`config.mk`:
```
export PLATFORM = sky130hd
export DESIGN_NAME = multicycle_ctrl
export DESIGN_NICKNAME = d
export VERILOG_FILES = /design/src/rtl/multicycle_ctrl.sv
export SDC_FILE = /design/constraint.sdc
export NUM_CORES = 1
export LEC_CHECK = 0
export CAP_MARGIN = 15
export CORE_MARGIN = 5
export CORE_UTILIZATION = 35
export CTS_CLUSTER_DIAMETER = 100
export DETAILED_ROUTE_END_ITERATION = 10
export HOLD_SLACK_MARGIN = 0.02
export PLACE_DENSITY = 0.75
export SYNTH_ARGS = -nofsm -noshare
export SYNTH_HDL_FRONTEND = slang
export SYNTH_SLANG_ARGS = --single-unit
```
`constraint.sdc`:
```
create_clock -name clk_i -period 1.42 [get_ports clk_i]
set_input_delay 0.284 -clock clk_i [delete_from_list [all_inputs] [get_ports clk_i]]
set_output_delay 0.284 -clock clk_i [all_outputs]
set_load 0.01 [all_outputs]
```
`src/rtl/multicycle_ctrl.sv`:
```
// Multi-cycle control FSM for the MIPS-subset datapath: sequences fetch, decode,
// execute, multiply wait, memory access, write-back and branch; traps on illegal opcodes.
module multicycle_ctrl #(
    parameter int unsigned MUL_CYCLES = 4
) (
    input  logic       clk_i,
    input  logic       rst_i,
    input  logic [5:0] inst_op_i,
    input  logic [5:0] funct_i,
    input  logic       mem_ready_i,
    input  logic       branch_taken_i,
    output logic       pc_write_o,
    output logic       pc_src_o,
    output logic       ir_write_o,
    output logic       iord_o,
    output logic       mem_read_o,
    output logic       mem_write_o,
    output logic       reg_write_o,
    output logic       reg_dst_o,
    output logic       mem_to_reg_o,
    output logic       alu_src_a_o,
    output logic [1:0] alu_src_b_o,
    output logic [5:0] alu_op_o,
    output logic [2:0] state_o,
    output logic       illegal_o
);

    localparam logic [5:0] OP_RTYPE = 6'b000000;
    localparam logic [5:0] OP_ADDI  = 6'b001000;
    localparam logic [5:0] OP_SLTI  = 6'b001010;
    localparam logic [5:0] OP_LW    = 6'b100011;
    localparam logic [5:0] OP_SW    = 6'b101011;
    localparam logic [5:0] OP_BEQ   = 6'b000100;
    localparam logic [5:0] OP_BNE   = 6'b000101;
    localparam logic [5:0] OP_BGE   = 6'b000001;
    localparam logic [5:0] OP_BGT   = 6'b000111;
    localparam logic [5:0] FN_MULT  = 6'b011000;
    localparam logic [3:0] MUL_LOAD = 4'(MUL_CYCLES - 1);

    typedef enum logic [2:0] {
        FETCH   = 3'd0,
        DECODE  = 3'd1,
        EXEC    = 3'd2,
        MULWAIT = 3'd3,
        MEM     = 3'd4,
        WB      = 3'd5,
        BRANCH  = 3'd6,
        TRAP    = 3'd7
    } state_t;

    typedef struct packed {
        logic       pc_write;
        logic       pc_src;
        logic       ir_write;
        logic       iord;
        logic       mem_read;
        logic       mem_write;
        logic       reg_write;
        logic       reg_dst;
        logic       mem_to_reg;
        logic       alu_src_a;
        logic [1:0] alu_src_b;
        logic [5:0] alu_op;
    } ctrl_t;

    state_t     state_q, state_d;
    logic [3:0] mul_cnt_q, mul_cnt_d;
    logic       illegal_q;
    ctrl_t      c;

    logic is_rtype, is_mult, is_lw, is_sw, is_branch, is_legal;

    always_comb begin
        is_rtype  = (inst_op_i == OP_RTYPE);
        is_mult   = is_rtype && (funct_i == FN_MULT);
        is_lw     = (inst_op_i == OP_LW);
        is_sw     = (inst_op_i == OP_SW);
        is_branch = (inst_op_i == OP_BEQ) || (inst_op_i == OP_BNE) ||
                    (inst_op_i == OP_BGE) || (inst_op_i == OP_BGT);
        is_legal  = is_rtype || is_lw || is_sw || is_branch ||
                    (inst_op_i == OP_ADDI) || (inst_op_i == OP_SLTI);
    end

    always_ff @(posedge clk_i or posedge rst_i) begin
        if (rst_i) begin
            state_q   <= FETCH;
            mul_cnt_q <= '0;
            illegal_q <= 1'b0;
        end else begin
            state_q   <= state_d;
            mul_cnt_q <= mul_cnt_d;
            if (state_d == TRAP) illegal_q <= 1'b1;
        end
    end

    always_comb begin
        state_d   = state_q;
        mul_cnt_d = mul_cnt_q;
        c         = '0;
        case (state_q)
            FETCH: begin
                c.mem_read  = 1'b1;
                c.alu_src_b = 2'b01;
                c.alu_op    = OP_ADDI;
                if (mem_ready_i) begin
                    c.ir_write = 1'b1;
                    c.pc_write = 1'b1;
                    state_d    = DECODE;
                end
            end
            DECODE: begin
                // PC + (imm<<2) lands in ALUOut so BRANCH can load it directly
                c.alu_src_b = 2'b11;
                c.alu_op    = OP_ADDI;
                if (!is_legal)      state_d = TRAP;
                else if (is_branch) state_d = BRANCH;
                else                state_d = EXEC;
            end
            EXEC, MULWAIT: begin
                c.alu_src_a = 1'b1;
                c.alu_src_b = is_rtype ? 2'b00 : 2'b10;
                c.alu_op    = inst_op_i;
                if (state_q == EXEC) begin
                    if (is_lw || is_sw) begin
                        state_d = MEM;
                    end else if (is_mult) begin
                        mul_cnt_d = MUL_LOAD;
                        state_d   = (MUL_CYCLES == 1) ? WB : MULWAIT;
                    end else begin
                        state_d = WB;
                    end
                end else begin
                    mul_cnt_d = mul_cnt_q - 4'd1;
                    if (mul_cnt_q <= 4'd1) state_d = WB;
                end
            end
            MEM: begin
                c.iord      = 1'b1;
                c.mem_read  = is_lw;
                c.mem_write = is_sw;
                if (mem_ready_i) state_d = is_lw ? WB : FETCH;
            end
            WB: begin
                c.reg_write  = 1'b1;
                c.reg_dst    = is_rtype;
                c.mem_to_reg = is_lw;
                state_d      = FETCH;
            end
            BRANCH: begin
                c.alu_src_a = 1'b1;
                c.alu_src_b = 2'b00;
                c.alu_op    = inst_op_i;
                c.pc_src    = 1'b1;
                c.pc_write  = branch_taken_i;
                state_d     = FETCH;
            end
            default: ; // TRAP: parked until reset, no strobes
        endcase
    end

    // Reset masks everything combinationally so an in-flight access aborts immediately
    always_comb begin
        pc_write_o   = c.pc_write   & ~rst_i;
        pc_src_o     = c.pc_src     & ~rst_i;
        ir_write_o   = c.ir_write   & ~rst_i;
        iord_o       = c.iord       & ~rst_i;
        mem_read_o   = c.mem_read   & ~rst_i;
        mem_write_o  = c.mem_write  & ~rst_i;
        reg_write_o  = c.reg_write  & ~rst_i;
        reg_dst_o    = c.reg_dst    & ~rst_i;
        mem_to_reg_o = c.mem_to_reg & ~rst_i;
        alu_src_a_o  = c.alu_src_a  & ~rst_i;
        alu_src_b_o  = rst_i ? 2'b00 : c.alu_src_b;
        alu_op_o     = rst_i ? 6'b0  : c.alu_op;
        state_o      = rst_i ? 3'd0  : state_q;
        illegal_o    = illegal_q    & ~rst_i;
    end

endmodule

```
==> flow_summary_export.csv <==
group,metric,value,unit
outcome,result_of_the_run,"finished, violations left",
outcome,violations,"negative setup slack",
detailed_routing,drc,0,
timing,rsz0062_at_grt,"true",
yosys,distinct_cells_synth,37,
timing,finalSetupViolCount,23,
layout,final_area,1700,um^2
yosys,post_synth_instance_area,739,um^2
timing,tightestPinTransition,0.509,ns
global_route,grt_util_all_layers,18.8,%
global_route,grt_start_max_net_pins,10,
global_route,first_pass_grt_wire_length,4870,um
clock_tree,ctsHtreeMaxLevel,1,
global_route,grt_pass1_vias,1044,
detailed_routing,drt_wl_total,3230,um
detailed_routing,drtIter0Drc,13,
yosys,synthesis.yosys.warnings,0,
detailed_routing,drtPass1Iterations,4,
critical_path,worstReg2RegStart,"state_q[1]",
timing,maxSlewHeadroom,65.8,%
critical_path,crit_start,"state_q[1]",
timing,timing.final.ws_setup,-0.233,ns
floorplanning,die_h,56.0,um
power,pwr_density_cell,1700,nW/um^2
clock_tree,clock_sinks,8,
critical_path,worst_case_register_to_register_setup_slack,-0.20,ns
global_route,grt_remaining_overflow,0,
clock_tree,cts_root_buffer,"sky130_fd_sc_hd__clkbuf_4",
yosys,synthesis.nets,115,
clock_tree,numCtsBuffers,3,
floorplanning,die-width,56.0,um
layout,most-common-layout-cells,"31 x sky130_fd_sc_hd__buf_4, 19 x sky130_fd_sc_hd__buf_2, 15 x sky130_fd_sc_hd__buf_6, 6 x sky130_fd_sc_hd__dfrtp_1",
detailed_routing,wl_per_cell,16.0,um
timing,post-route-period-util,116,%
floorplanning,pin_count,38,
detailed_routing,via_per_inst,5.27,
critical_path,critPathLaunchType,"register",
floorplanning,rows,16,
clock_tree,clk_transition_reported_paths,0.05,ns
clock_tree,worstSkewPairLatency,0.24,ns
detailed_routing,ant_nets,0,
clock_tree,cts_tree,"done",
layout,mostFrequentLayoutCell,"sky130_fd_sc_hd__buf_4",
critical_path,critical_path_required,1.14,ns
global_route,grt_antenna_before_repair,0,
yosys,synth_area_per_cell,7.62,um^2
layout,drive_gt1_share,67.4,%
timing,period_minus_slack,1.65,ns
floorplanning,die_area,3130,um^2
hold_path,hold_path_class,"input port to async pin",
floorplanning,core_area,1980,um^2
layout,n_fill_cell,103,
critical_path,element_type_at_the_critical_path_end,"primary output",
job,maxCapViolations,0,
power,max-vdd-ir-drop,1.59,mV
layout,post_layout_instance_count_excluding_filler_cells,202,
timing,finalClockSkew,0.00746,ns
placement,port_buffers,37,
yosys,synth_sequential_area_ratio,27.1,%
clock_tree,cts_hold_buf,0,
yosys,synthCells,97,
critical_path,criticalPathCategory,"register to primary output",
power,leakage,0.000813,uW
timing,final-hold-violation-count,0,
clock_tree,cts_max_path_buffers,2,
placement,place_area,1400,um^2
critical_path,worst_ep_arrival_time,1.37,ns
timing,fmaxAchievable,0.605,GHz
layout,flow.area_growth_from_synthesis,129,%
timing,slew_violations,0,
placement,dp.cells,187,
floorplanning,initial_utilization,37.3,%
layout,antenna_cells,0,
placement,dpl.hpwl,2120,um
detailed_routing,vias,1064,
critical_path,maximum_fanout_encountered_on_the_critical_timing_path,6,
layout,nNetsFinal,195,
yosys,yosys_register_bits,8,
placement,gpl.final_weighted_congestion,0.817,
flip-flops by register name, summed over array words and instances (netlist names):
name       flops
mul_cnt_q      4
state_q        3
illegal_q      1
worst max-delay path: stages, from the launching register on:
cell	delay, ns
sky130_fd_sc_hd__dfrtp_2	0.45
sky130_fd_sc_hd__nor2b_4	0.18
sky130_fd_sc_hd__a21boi_4	0.22
sky130_fd_sc_hd__and2_1	0.16
sky130_fd_sc_hd__buf_2	0.13
cells by family (layout without fill, tap and decap cells):
family / count (synthesis) / in the layout / share of synthesized area, %
buf+inv: 13 / 91 / 6.77
mux: 1 / 1 / 1.35
fa+ha+maj: 2 / 2 / 3.38
simple gates: 47 / 47 / 35.5
flops: 8 / 8 / 27.1
compound gates: 26 / 26 / 25.9
layout make-up:
cell class                      instances  area, um^2  share of cell area [%]
Multi-Input combinational cell         76         777                    45.8
Timing Repair Buffer                   79         623                    36.8
Sequential cell                         8         203                    12.0
Inverter                                9        36.3                    2.14
Tap cell                               27        33.8                    1.99
Clock buffer                            3        22.5                    1.33
where the power goes:
group | switching (uW) | internal [uW] | leakage, uW | total (uW)
combinational | 990 | 1220 | 0.000716 | 2210
sequential | 175 | 334 | 0.0000832 | 509
clock | 63.7 | 95.8 | 0.0000138 | 160
total | 1230 | 1650 | 0.000813 | 2880
what timing repair did:
| action | CTS | global route |
|---|---|---|
| pin swaps | 23 | 21 |
| gates resized for setup | 148 | 36 |
| buffers inserted | 9 | 3 |
| setup endpoints to repair | 30 | 29 |
| gates cloned | 0 | 0 |
final timing paths:
path                                end  depth (start not counted)
hold reg to reg               illegal_q                          1
max in group asynchronous    state_q[1]                          3
min in group clk_i            illegal_q                          1
setup / recovery            alu_op_o[0]                          4
setup reg to reg              illegal_q                          7
hold / removal             mul_cnt_q[3]                          3
synth_stat cells:
master	instances	area share, %
sky130_fd_sc_hd__nor4_1	2	1.7
sky130_fd_sc_hd__a22o_1	2	2.4
sky130_fd_sc_hd__o211ai_1	1	1.0
sky130_fd_sc_hd__or2_2	1	0.85
sky130_fd_sc_hd__a221oi_1	1	1.2
sky130_fd_sc_hd__a31o_1	1	1.2
sky130_fd_sc_hd__nor3_1	6	4.1
sky130_fd_sc_hd__nand2_1	7	3.6
sky130_fd_sc_hd__ha_1	2	3.4
sky130_fd_sc_hd__a32oi_1	2	2.4
sky130_fd_sc_hd__clkbuf_1	3	1.5
sky130_fd_sc_hd__o311ai_1	1	1.2
sky130_fd_sc_hd__a21oi_1	2	1.4
sky130_fd_sc_hd__or3_1	1	0.85
sky130_fd_sc_hd__inv_1	9	4.6
sky130_fd_sc_hd__o31a_1	1	1.2
sky130_fd_sc_hd__o31ai_1	2	2.0
sky130_fd_sc_hd__nand3b_1	1	1.0
sky130_fd_sc_hd__nand2b_1	4	3.4
sky130_fd_sc_hd__o22ai_1	1	0.85
sky130_fd_sc_hd__a2111oi_0	1	1.2
sky130_fd_sc_hd__or3b_1	1	1.2
sky130_fd_sc_hd__nor2_1	7	3.6
sky130_fd_sc_hd__nor2b_1	5	4.2
sky130_fd_sc_hd__dfrtp_1	8	27
sky130_fd_sc_hd__nor4_2	1	1.7
sky130_fd_sc_hd__a21boi_0	1	1.0
sky130_fd_sc_hd__o41ai_2	1	2.2
sky130_fd_sc_hd__and2_1	5	4.2
sky130_fd_sc_hd__o21ai_1	2	1.4
sky130_fd_sc_hd__buf_2	1	0.68
sky130_fd_sc_hd__o21ai_0	5	3.4
sky130_fd_sc_hd__nand3_1	3	2.0
sky130_fd_sc_hd__or4bb_1	1	1.5
sky130_fd_sc_hd__mux2i_1	1	1.4
sky130_fd_sc_hd__and3_1	2	1.7
sky130_fd_sc_hd__a21o_1	2	2.0
per-stage QoR:
step                      setup WS [ns]  hold slack, ns  power, uW  utilization (%)  TNS, ns
after floorplan                 -0.0601           0.113       1170                -   -0.176
after global placement           -0.930           0.465       1880             70.5   -20.43
after detailed placement         -0.969           0.468       1920             70.5   -21.04
after CTS                        -0.206           0.125       2440             77.2    -3.15
after global routing             -0.291           0.229       3060             85.5    -4.70
final                            -0.233           0.228       2880             85.5    -3.46
layer usage:
metal	vias to the layer above	wire, um	track usage [%]	share of wire (%)
met1	509	1220	20.6	38
met5	-	0	0	0
li1	507	-	-	-
met4	0	22	1.02	0.68
met2	44	1760	36.7	54
met3	4	233	5.34	7.2
(Power assumes the default switching activity.)
